==> config.mk <==
export PLATFORM = sky130hd
export DESIGN_NAME = psk_symbol_mapper
export DESIGN_NICKNAME = d
export VERILOG_FILES = /design/src/rtl/psk_symbol_mapper.sv
export SDC_FILE = /design/constraint.sdc
export NUM_CORES = 1
export LEC_CHECK = 0
export ABC_AREA = 1
export CAP_MARGIN = 20
export CELL_PAD_IN_SITES_DETAIL_PLACEMENT = 1
export CELL_PAD_IN_SITES_GLOBAL_PLACEMENT = 2
export CORE_AREA = 2 2 46 48
export CTS_CLUSTER_DIAMETER = 50
export CTS_CLUSTER_SIZE = 16
export DETAILED_ROUTE_END_ITERATION = 6
export DIE_AREA = 0 0 48 50
export MAX_ROUTING_LAYER = met4
export PLACE_DENSITY = 0.73
export SYNTH_ARGS = -nofsm -noshare
export SYNTH_HDL_FRONTEND = slang
export SYNTH_SLANG_ARGS = --single-unit
==> constraint.sdc <==
create_clock -name clk -period 6.44 [get_ports clk]
set_clock_uncertainty 0.2 [all_clocks]
set_input_delay 0.644 -clock clk [delete_from_list [all_inputs] [get_ports clk]]
set_output_delay 0.644 -clock clk [all_outputs]
set_load 0.01 [all_outputs]
==> src/rtl/psk_symbol_mapper.sv <==
// psk_symbol_mapper
//   Packs a serial bitstream into BITS_PER_SYM-bit symbols (first bit = MSB)
//   and Gray-maps each symbol onto a 3-bit phase code (0..7 = 0..315 deg in
//   45 deg steps) for the downstream phase-select multiplexer. One output
//   symbol is buffered behind a valid/ready handshake.
//
// Parameters
//   BITS_PER_SYM  2 = QPSK (odd phases only), 3 = 8-PSK; any other value
//                 stops elaboration.
//
// Ports
//   clk        rising-edge system clock
//   rst        synchronous, active-high reset
//   bit_in     serial data bit
//   bit_valid  bit_in is valid this cycle
//   bit_ready  block accepts bit_in this cycle (combinational from sym_ready)
//   flush      zero-pad the current partial symbol and emit it
//   phase_sel  phase code for the multiplexer select
//   sym_valid  phase_sel holds an unconsumed symbol
//   sym_ready  downstream consumes phase_sel this cycle
//
// Optional feature
//   PSK_DIFF_ENC_EN  when defined, phase_sel is the running mod-8 sum of the
//                    mapped codes (differential encoding), updated on loads.
module psk_symbol_mapper #(
  parameter int unsigned BITS_PER_SYM = 2
) (
  input  logic       clk,
  input  logic       rst,
  input  logic       bit_in,
  input  logic       bit_valid,
  output logic       bit_ready,
  input  logic       flush,
  output logic [2:0] phase_sel,
  output logic       sym_valid,
  input  logic       sym_ready
);

  generate
    if (BITS_PER_SYM != 2 && BITS_PER_SYM != 3) begin : g_bad_param
      $error("psk_symbol_mapper: BITS_PER_SYM must be 2 or 3");
    end
  endgenerate

  localparam int unsigned   CW    = $clog2(BITS_PER_SYM);
  localparam logic [CW-1:0] LAST  = CW'(BITS_PER_SYM - 1);
  localparam logic [CW:0]   SYM_W = (CW + 1)'(BITS_PER_SYM);

  // ST_FLUSH_WAIT: a flush arrived while the output register was full and
  // not draining; the partial symbol waits here with bit intake blocked.
  typedef enum logic {
    ST_RUN,
    ST_FLUSH_WAIT
  } state_t;

  state_t                  state_q, state_d;
  logic [CW-1:0]           cnt_q, cnt_d;
  logic [BITS_PER_SYM-1:0] sh_q, sh_d;
  logic [2:0]              phase_q, phase_d;
  logic                    valid_q, valid_d;

  logic                    space;
  logic                    accept;
  logic                    complete;
  logic                    want_flush;
  logic                    load;
  logic [CW-1:0]           cnt_acc;
  logic [BITS_PER_SYM-1:0] sh_acc;
  logic [BITS_PER_SYM-1:0] sym;
  logic [CW:0]             shamt;
  logic [2:0]              code;
  logic [2:0]              phase_load;

  assign space     = !valid_q || sym_ready;
  assign bit_ready = (state_q == ST_RUN) && ((cnt_q != LAST) || space);
  assign accept    = bit_valid && bit_ready;
  assign complete  = accept && (cnt_q == LAST);

  // Bit-intake view of the packer, including a bit accepted this cycle.
  always_comb begin
    sh_acc  = sh_q;
    cnt_acc = cnt_q;
    if (accept) begin
      sh_acc  = {sh_q[BITS_PER_SYM-2:0], bit_in};
      cnt_acc = (cnt_q == LAST) ? '0 : cnt_q + 1'b1;
    end
  end

  // A completed symbol already wrapped cnt_acc to 0, so a flush in the same
  // cycle never produces a second (padded) symbol.
  assign want_flush = (flush || state_q == ST_FLUSH_WAIT) && (cnt_acc != '0);
  assign load       = complete || (want_flush && space);
  assign shamt      = SYM_W - {1'b0, cnt_acc};
  assign sym        = complete ? sh_acc : (sh_acc << shamt);

  generate
    if (BITS_PER_SYM == 2) begin : g_qpsk
      always_comb begin
        case (sym)
          2'b00:   code = 3'b001;
          2'b01:   code = 3'b011;
          2'b11:   code = 3'b101;
          default: code = 3'b111;
        endcase
      end
    end else begin : g_8psk
      // Gray-to-binary conversion of the 3 symbol bits.
      always_comb begin
        code = {sym[2], sym[2] ^ sym[1], sym[2] ^ sym[1] ^ sym[0]};
      end
    end
  endgenerate

`ifdef PSK_DIFF_ENC_EN
  // phase_q only changes on loads and resets to 0, so it is the accumulator.
  assign phase_load = phase_q + code;
`else
  assign phase_load = code;
`endif

  always_comb begin
    state_d = (want_flush && !space) ? ST_FLUSH_WAIT : ST_RUN;
    cnt_d   = cnt_acc;
    sh_d    = sh_acc;
    phase_d = phase_q;
    valid_d = valid_q && !sym_ready;
    if (load) begin
      cnt_d   = '0;
      sh_d    = '0;
      phase_d = phase_load;
      valid_d = 1'b1;
    end
  end

  always_ff @(posedge clk) begin
    if (rst) begin
      state_q <= ST_RUN;
      cnt_q   <= '0;
      sh_q    <= '0;
      phase_q <= '0;
      valid_q <= 1'b0;
    end else begin
      state_q <= state_d;
      cnt_q   <= cnt_d;
      sh_q    <= sh_d;
      phase_q <= phase_d;
      valid_q <= valid_d;
    end
  end

  assign phase_sel = phase_q;
  assign sym_valid = valid_q;

endmodule

==> metrics.md, run 1 <==
| Metric | Value |
|---|---|
| Final min period | 2.846 ns |
| Worst hold margin | 0.2601 ns |
| Unrepaired setup endpoints after global routing | false |
| Share of layout cells above drive strength 1 | 0.2338 |
| Worst Path Arrival | 2.79 ns |
| Synth Area per Inst | 7.879 um2 |
| Post-Syn Area | 504.2 um2 |
| Final slew viol count | 0 |
| Maximum vdd drop | 0.00007968 V |
| R2R setup slack | 4.06 ns |
| Vias in the first global route | 447 |
| CTS tree | yes |
| Worst-Margin Slew | 0.1978 ns |
| Area of the multi-input gates | 287.8 um2 |
| Root buf cell | clkbuf_4 |
| Critical path class | primary input to flip-flop |
| DIE HEIGHT | 50 um |
| Final setup fails | 0 |
| Worst-path clk slew | 0.06 ns |
| Largest net degree at the start of global routing | 8 |
| Reg area | 160.2 um2 |
| Vias per inst | 4.115 |
| Maxcap violations | 0 |
| Synth warn | 0 |
| DRT Pass-1 Iters | 3 |
| Yosys top cell by area | dfxtp_1 |
| Pre-CTS setup slack | 3.329 ns |
| Max clock buf depth | 2 |
| Antenna violations before repair | 0 |
| Yosys reg bits | 8 |
| P&R area growth vs syn | 31.02% |
| Initial Util | 0.2651 |
| IO Port Bufs | 10 |
| Post-synth top cells | 11 x inv_1, 9 x nand2_1, 8 x dfxtp_1 |
| Post-Synthesis Cells | 64 |
| Power density cells | 226.2 nW/um2 |
| Post-synth EDFFs | 0 |
| CP Data Required Time | 6.38 ns |
| Detailed Place HPWL | 823.8 um |
| CTS Hold Bufs | 0 |
| Hold Fails Final Rpt | 0 |
| Clock sink count | 8 |
| Worst Slack Setup Final | 3.594 ns |
| Most common cell in the netlist | inv_1 |
| Num ports | 11 |
| Residual DRC count | 0 |
| Global-route wire length before repair | 1.835 mm |
| Max Fclk | 351.4 MHz |
| DIE AREA | 2400 um2 |
| Core area | 1902 um2 |
| Filler cells | 241 |
| Tot GR Track Use | 0.1120 |
| CP max stage delay | 0.41 ns |
| Drt first-iter violations | 2 |
| Layout Nets | 89 |
| CP max-delay cell | clkdlybuf4s50_1 |
| Setup bufs post-CTS | 0 |
| ANT nets after route | 0 |
| Synth async-reset ratio | 0 |
| Critical path startpoint category | primary input |
| Syn nets | 74 |
| Predominant post-synthesis flop cell | dfxtp_1 |
| Die Wd | 48 um |
| Sequential fraction of the synthesis area | 0.3176 |
| Clk_lat worst skew | 0.25 ns |
| Crit-path max FO | 4 |
| Cell row count | 16 |
| Min-delay worst type | flip-flop to flip-flop |
| Outcome | finished clean |
| Lkg Pwr | 0.3431 nW |
| Worst path cell trace | clkdlybuf4s50_1 > inv_2 > nand3_2 > nand3_4 > inv_1 > ha_1 > a21oi_1 > nand3b_2 > ha_1 > or2_2 > a21oi_1 > nor2_1 |
| Setup TNS | 0 ns |
| Relative slew slack | 0.8677 |
| H-tree depth | 1 |
| Critical path endpoint category | flip-flop |
| Total power | 149.4 uW |
| Via count | 428 |
| Share of the synthesized area in the top cell type | 0.3176 |
| Total grt overflow | 0 |
| Total wire length | 1.015 mm |
| Wire per inst | 9.760 um |
| Top cells by area in the synthesized netlist | dfxtp_1 32%, ha_1 9.9%, inv_1 8.2% |
| N_diodes | 0 |
| Routability cong. | 0.6590 |
| Synth unique cells | 19 |
| Fin crit share | 0.4419 |
| Cts bufs inserted | 3 |
| # resized after CTS | 0 |
final cells by class:
class	count	share of cell area
sequential	8	0.2424
inverter	15	0.08523
timing repair buffer	10	0.1515
multi-input combinational	41	0.4356
tap	27	0.05114
clock buffer	3	0.03409
per-stage QoR:
step / utilization / instances / instance area, um2
global placement: 0.3355 / 101 / 638.1
floorplan: - / 64 / 504.2
detailed placement: 0.3355 / 101 / 638.1
CTS: 0.3474 / 104 / 660.6
global route: 0.3474 / 104 / 660.6
finish: 0.3474 / 104 / 660.6
cell families after synthesis:
family                     after synthesis  synth area share
AOI/OAI and AO/OA                        4           0.03968
adders and majority gates                4           0.09926
buffers and inverters                   15            0.1117
DFF                                      8            0.3176
and+or+nand+nor                         33            0.4317
state kept, by name, indices dropped and copies added (netlist names):
signal     cells
phase_sel      3
sh_q           2
cnt_q          1
state_q        1
sym_valid      1
layer usage:
| layer | track usage | share of wire | vias to the layer above |
|---|---|---|---|
| met1 | 0.1451 | 0.50 | 186 |
| li1 | - | - | 228 |
| met3 | 0.03297 | 0.043 | 2 |
| met2 | 0.1489 | 0.44 | 12 |
| met4 | 0.06757 | 0.014 | 0 |
| met5 | - | 0 | - |
placed cells by master (no fill, tap or decap), types with 2 or more instances in the layout:
cell type / synthesis / routed
clkdlybuf4s50_1: 0 / 10
ha_1: 4 / 4
nand2_1: 9 / 9
nand3_1: 3 / 3
inv_1: 11 / 11
nand2_2: 2 / 2
dfxtp_1: 8 / 8
nand3_4: 2 / 2
inv_2: 4 / 4
clkbuf_4: 0 / 3
a21oi_1: 3 / 3
nand2_4: 2 / 2
nor2_1: 6 / 6
nand3_2: 2 / 2
nand3b_1: 2 / 2
worst max-delay path, delay by kind of cell:
family	cells	cell delay, ns
AND/OR/NAND/NOR	5	0.80
buffers and inverters	3	0.55
AO/OA/AOI/OAI	2	0.21
adder cells (fa/ha/maj)	2	0.57
path summary, 6_finish.rpt:
| check | start | end | cells past startpoint |
|---|---|---|---|
| worst max-delay path | sym_ready | phase_sel[2]$_SDFFE_PP0P_ | 12 |
| worst min-delay path | phase_sel[0]$_SDFFE_PP0P_ | phase_sel[0]$_SDFFE_PP0P_ | 2 |
| worst max register to register | cnt_q$_SDFF_PP0_ | phase_sel[2]$_SDFFE_PP0P_ | 10 |
| worst min register to register | phase_sel[0]$_SDFFE_PP0P_ | phase_sel[0]$_SDFFE_PP0P_ | 2 |
where the power goes:
| part | switching (mW) | total [mW] | internal, mW |
|---|---|---|---|
| registers | 0.00322 | 0.0588 | 0.0556 |
| clock network | 0.0180 | 0.0394 | 0.0214 |
| logic | 0.0262 | 0.0512 | 0.0249 |
| total | 0.0475 | 0.149 | 0.102 |
Power figures use the tool's default switching activity.
==> inputs of run 2 (changes only) <==
--- a/config.mk
+++ b/config.mk
@@ -9,13 +9,13 @@
 export CAP_MARGIN = 20
 export CELL_PAD_IN_SITES_DETAIL_PLACEMENT = 1
 export CELL_PAD_IN_SITES_GLOBAL_PLACEMENT = 2
-export CORE_AREA = 2 2 46 48
+export CORE_AREA = 2 2 49 51
 export CTS_CLUSTER_DIAMETER = 50
 export CTS_CLUSTER_SIZE = 16
 export DETAILED_ROUTE_END_ITERATION = 6
-export DIE_AREA = 0 0 48 50
+export DIE_AREA = 0 0 51 53
 export MAX_ROUTING_LAYER = met4
-export PLACE_DENSITY = 0.73
+export PLACE_DENSITY = 0.68
 export SYNTH_ARGS = -nofsm -noshare
 export SYNTH_HDL_FRONTEND = slang
 export SYNTH_SLANG_ARGS = --single-unit
==> constraint.sdc (replaced) <==
create_clock -name clk -period 2.5 [get_ports clk]
set_clock_uncertainty 0.2 [all_clocks]
set_input_delay 0.25 -clock clk [delete_from_list [all_inputs] [get_ports clk]]
set_output_delay 0.25 -clock clk [all_outputs]
set_load 0.01 [all_outputs]
==> metrics.md, run 2 (synthesis gave the netlist of run 1 again) <==
| Metric | Value |
|---|---|
| CP Data Required Time | 2.45 ns |
| Max Fclk | 433.4 MHz |
| Clk_lat worst skew | 0.25 ns |
| # resized after CTS | 0 |
| Most frequent cells in the layout | 11 x inv_1, 10 x clkdlybuf4s50_1, 9 x nand2_1, 8 x dfxtp_1 |
| Die Wd | 51 um |
| Tot GR Track Use | 0.1091 |
| Core area | 2148 um2 |
| Max FFs per register | 3 |
| Critical path endpoint category | flip-flop |
| Detailed Place HPWL | 898.9 um |
| R2R setup slack | 0.26 ns |
| Worst hold margin | 0.2682 ns |
| CTS Hold Bufs | 0 |
| Crit-path max FO | 2 |
| Share of layout cells above drive strength 1 | 0.2892 |
| Power density cells | 563.1 nW/um2 |
| Most common cell after layout, fill and taps aside | inv_1 |
| Worst-Margin Slew | 0.1861 ns |
| Via count | 458 |
| Min-delay worst type | flip-flop to flip-flop |
| Final slew viol count | 0 |
| Routability cong. | 0.6654 |
| Vias per inst | 4.126 |
| Wire per inst | 9.838 um |
| Detail Route met2 WL | 509 um |
| Met3 wire length | 37 um |
| Final setup fails | 0 |
| CTS tree | yes |
| ANT nets after route | 0 |
| WL met1 | 530 um |
| Cts bufs inserted | 3 |
| Clock sink count | 8 |
| Drt first-iter violations | 2 |
| Pre-CTS setup slack | -0.1065 ns |
| DIE HEIGHT | 53 um |
| DR top layer | met4 |
| Hold Fails Final Rpt | 0 |
| Critical path startpoint category | primary input |
| Antenna violations before repair | 0 |
| Final min period | 2.307 ns |
| Layout Nets | 95 |
| Lkg Pwr | 0.3713 nW |
| Maximum vdd drop | 0.0002734 V |
| Worst Path Arrival | 2.26 ns |
| DIE AREA | 2703 um2 |
| Total grt overflow | 0 |
| Residual DRC count | 0 |
| Root buf cell | clkbuf_4 |
| Max clock buf depth | 2 |
| Vias in the first global route | 480 |
| Total power | 398.0 uW |
| Worst-path clk slew | 0.06 ns |
| P&R area growth vs syn | 40.20% |
| Setup bufs post-CTS | 0 |
| Total wire length | 1.092 mm |
| DRT Pass-1 Iters | 3 |
| H-tree depth | 1 |
| Critical path class | primary input to flip-flop |
| IO Port Bufs | 10 |
| Maxcap violations | 0 |
| Fin crit share | 0.9230 |
| Num ports | 11 |
| Largest net degree at the start of global routing | 8 |
| Unrepaired setup endpoints after global routing | false |
| Cell row count | 17 |
| Initial Util | 0.2347 |
| Relative slew slack | 0.8758 |
| Outcome | finished clean |
| Worst Slack Setup Final | 0.1926 ns |
| N_diodes | 0 |
| Global-route wire length before repair | 1.994 mm |
| Post-layout util | 0.3291 |
## run 2: cell types whose count changed in the layout (fill, tap and decap cells not counted), sizes merged
cell,before,now
buf,0,6
## run 2: metal layers
metal,global-route usage,up-vias
met5,-,-
met4,0.08108,0
met3,0.03390,2
met2,0.1775,9
met1,0.1111,205
li1,-,242
## run 2: critical path, cell delays in order
cell and delay [ns]:
clkdlybuf4s50_1 0.42, inv_2 0.07, nand3_2 0.09, nand3_4 0.08, inv_1 0.06, ha_1 0.27, inv_1 0.07, a21oi_1 0.06
nand3b_2 0.22, ha_1 0.20, or2_2 0.29, a21oi_1 0.12, nor2_1 0.06
## run 2: cell type report
class | instances | area, um2
clock buffer | 3 | 22.52
fill | 273 | 1441
inverter | 15 | 56.30
multi-input combinational | 41 | 287.8
sequential | 8 | 160.2
tap | 28 | 35.03
timing repair buffer | 16 | 145.1
## run 2: power by group
part           internal [mW]  leakage (nW)  switching (mW)
sequential             0.143        0.0659         0.00862
combinational         0.0757         0.292          0.0698
clock                 0.0551        0.0138          0.0456
total                  0.274         0.371           0.124
## run 2: worst paths after layout
path,from,endpoint,cells after the start
max,sym_ready,phase_sel[2]$_SDFFE_PP0P_,13
min,phase_sel[0]$_SDFFE_PP0P_,phase_sel[0]$_SDFFE_PP0P_,2
min reg2reg,phase_sel[0]$_SDFFE_PP0P_,phase_sel[0]$_SDFFE_PP0P_,2
max reg2reg,cnt_q$_SDFF_PP0_,phase_sel[2]$_SDFFE_PP0P_,11
## run 2: stage by stage
step | cells | TNS, ns | instance area, um2
after CTS | 111 | 0 | 706.9
after floorplan | 64 | 0 | 504.2
final | 111 | 0 | 706.9
after global routing | 111 | 0 | 706.9
after global placement | 108 | -0.04658 | 684.4
after detailed placement | 108 | -0.1065 | 684.4
==> RTL edit (config.mk and constraints of run 2) <==
Add a define of `PSK_DIFF_ENC_EN`.
--- a/src/rtl/psk_symbol_mapper.sv
+++ b/src/rtl/psk_symbol_mapper.sv
@@ -22,6 +22,8 @@
 // Optional feature
 //   PSK_DIFF_ENC_EN  when defined, phase_sel is the running mod-8 sum of the
 //                    mapped codes (differential encoding), updated on loads.
+`define PSK_DIFF_ENC_EN
+
 module psk_symbol_mapper #(
   parameter int unsigned BITS_PER_SYM = 2
 ) (
Function: changed (a bounded check fails within 4 cycles, from zero or initial values and one cycle with rst high).
==> RTL edit against run 2 <==
The run now ends with setup timing left; power increased by 20%; synthesized area rose by 2.0%; non-clock buffer count grew 9; final cell count is 13% higher; critical path depth increased by 5; largest power group is now combinational logic; sequential power rose by 4%; design area is 21% higher; sequential share of layout area decreased by 3.8 points; critical endpoint unchanged; routed wire length grew 28%; register-to-register slack lost 0.29 ns; sequential cell count is the same; worst setup slack worse by 0.22 ns.
==> RTL edit: results (changes against run 2) <==
run_status:
  run_status: "finished with violations"
  violations: "setup timing"
routing:
  via_per_inst: 4.152  # +0.63%
  drtIter0Drc: 5  # +3
  drtPass1Iterations: 4  # +1
  wl_per_cell_um: 11.18  # +14%
sta:
  finalSetupViolCount: 1  # +1
  setup_ws_ns: -0.02815  # -0.2208 ns
  relSlewSlack_pct: 87.75  # +0.17 points
grt:
  grt_max_degree: 7  # -1
  overflow: 0  # unchanged
  grt_pass1_vias: 575  # +20%
  antenna_found_initial: 0  # unchanged
  grt_first_pass_wirelength_mm: 2.346  # +18%
  track_usage_pct: 12.11  # +1.2 points
finish:
  fin_nets: 109  # +15%
  drive_above_1_share_pct: 48.45  # +20 points
  fin_cells: 125  # +13%
  nFillCells: 264  # -3.3%
  antennaDiodeCount: 0  # unchanged
logic_synthesis:
  synth_fp_nets: 79  # +6.8%
  async_flop_share_pct: 0  # unchanged
  ys_warn_count: 0  # unchanged
  synthTopCellsByArea: "dfxtp_1, inv_1, nor2_1, ha_1, nand2_2"
  seq_area_frac_synth_pct: 31.14  # -0.62 points
  synth_flop_cell: "dfxtp_1"
  ys_types: 20  # +1
  synthTopCellsByCount: "inv_1, nor2_1, dfxtp_1, nand2_1, nand2_2"
  avgSynthCellArea_sq_um: 7.453  # -5.4%
clock_tree:
  clock_path_buffers: 2  # unchanged
  root_buffer: "clkbuf_4"
  clk_latency_ns: 0.26
  numCtsBuffers: 3  # unchanged
critical_path:
  cpMaxStageDelayCell: "fa_2"
  critPathMaxFanout: 2  # unchanged
  worst_ep_arrival_time_ns: 2.48  # +0.22 ns
  critPathMaxStageDelay_ns: 0.34  # -0.08 ns
  cpLargestDelayFamily: "simple AND/OR/NAND/NOR gates"
placement:
  place_hpwl_mm: 1.002  # +11%
  gp_congestion: 0.6599  # -0.83%
  post-place-cells: 119  # +10%
  portBuffers: 10  # unchanged
  pre_cts_slack_ns: -0.4085  # -0.3020 ns
job:
  cap_violations: 0  # unchanged
power:
  power_leakage_nw: 0.4054  # +9.2%
  peakVddDrop_mv: 0.2878  # +5.3%
worst_hold_path:
  hold_path.class: "register to register"
## RTL edit: worst paths after layout
kind | end | from | slack [ns] | cells after the start
max | phase_sel[2]$_SDFFE_PP0P_ | sym_valid$_SDFF_PP0_ | -0.03 | 18
min | phase_sel[2]$_SDFFE_PP0P_ | phase_sel[2]$_SDFFE_PP0P_ | 0.32 | 2
max reg2reg | phase_sel[2]$_SDFFE_PP0P_ | sym_valid$_SDFF_PP0_ | -0.03 | 18
min reg2reg | phase_sel[2]$_SDFFE_PP0P_ | phase_sel[2]$_SDFFE_PP0P_ | 0.32 | 2
## RTL edit: where the power goes
part	leakage [nW]	internal (mW)	total [mW]	switching, mW
Sequential	0.0661	0.144	0.158	0.0143
Combinational	0.326	0.114	0.213	0.0992
Clock	0.0138	0.0554	0.106	0.0504
Total	0.405	0.313	0.477	0.164
## RTL edit: logic make-up after synthesis
| kind of cell | after synthesis | synth area share (%) |
|---|---|---|
| AO/OA/AOI/OAI | 5 | 5.352 |
| flip-flops | 8 | 31.14 |
| AND/OR/NAND/NOR | 35 | 39.42 |
| adder cells (fa/ha/maj) | 4 | 11.19 |
| buffers and inverters | 17 | 12.90 |
## RTL edit: cell type report
cell class	count	share of cell area, %
clock buffers	3	2.628
flip-flops and latches	8	18.83
inverters	17	8.029
multi-input cells	44	41.46
well taps	28	4.088
repair buffers	25	24.96
## RTL edit: stage by stage
stage	cell area, sq um	utilization [%]	setup TNS [ns]	hold slack [ns]	power [mW]
floorplan	530.5	-	0	0.1223	0.2518
global placement	755.7	35.18	-0.6209	0.2946	0.3292
detailed placement	755.7	35.18	-0.7103	0.3053	0.3334
CTS	805.8	37.51	-0.004529	0.3252	0.4578
global route	857.1	39.90	-0.1446	0.3686	0.5156
finish	857.1	39.90	-0.02815	0.3223	0.4768
## RTL edit: what timing repair did
action | CTS | global route
setup endpoints to repair | 2 | 2
setup buffers | 4 | 0
endpoints found under the hold margin | 0 | 0
gates resized for setup | 5 | 11
pin swaps | 7 | 8
## RTL edit: per-layer routing
metal	global-route usage (%)	vias to the layer above	share of wire (%)
met2	20.13	10	54
li1	-	268	-
met1	13.94	237	41
met3	1.977	4	3.4
met4	6.757	0	1.8
met5	-	-	0
## RTL edit: tightest hold or removal path: stages (launching register included)
cell	delay (ns)
dfxtp_1	0.38
a21oi_2	0.04
nor2_1	0.07
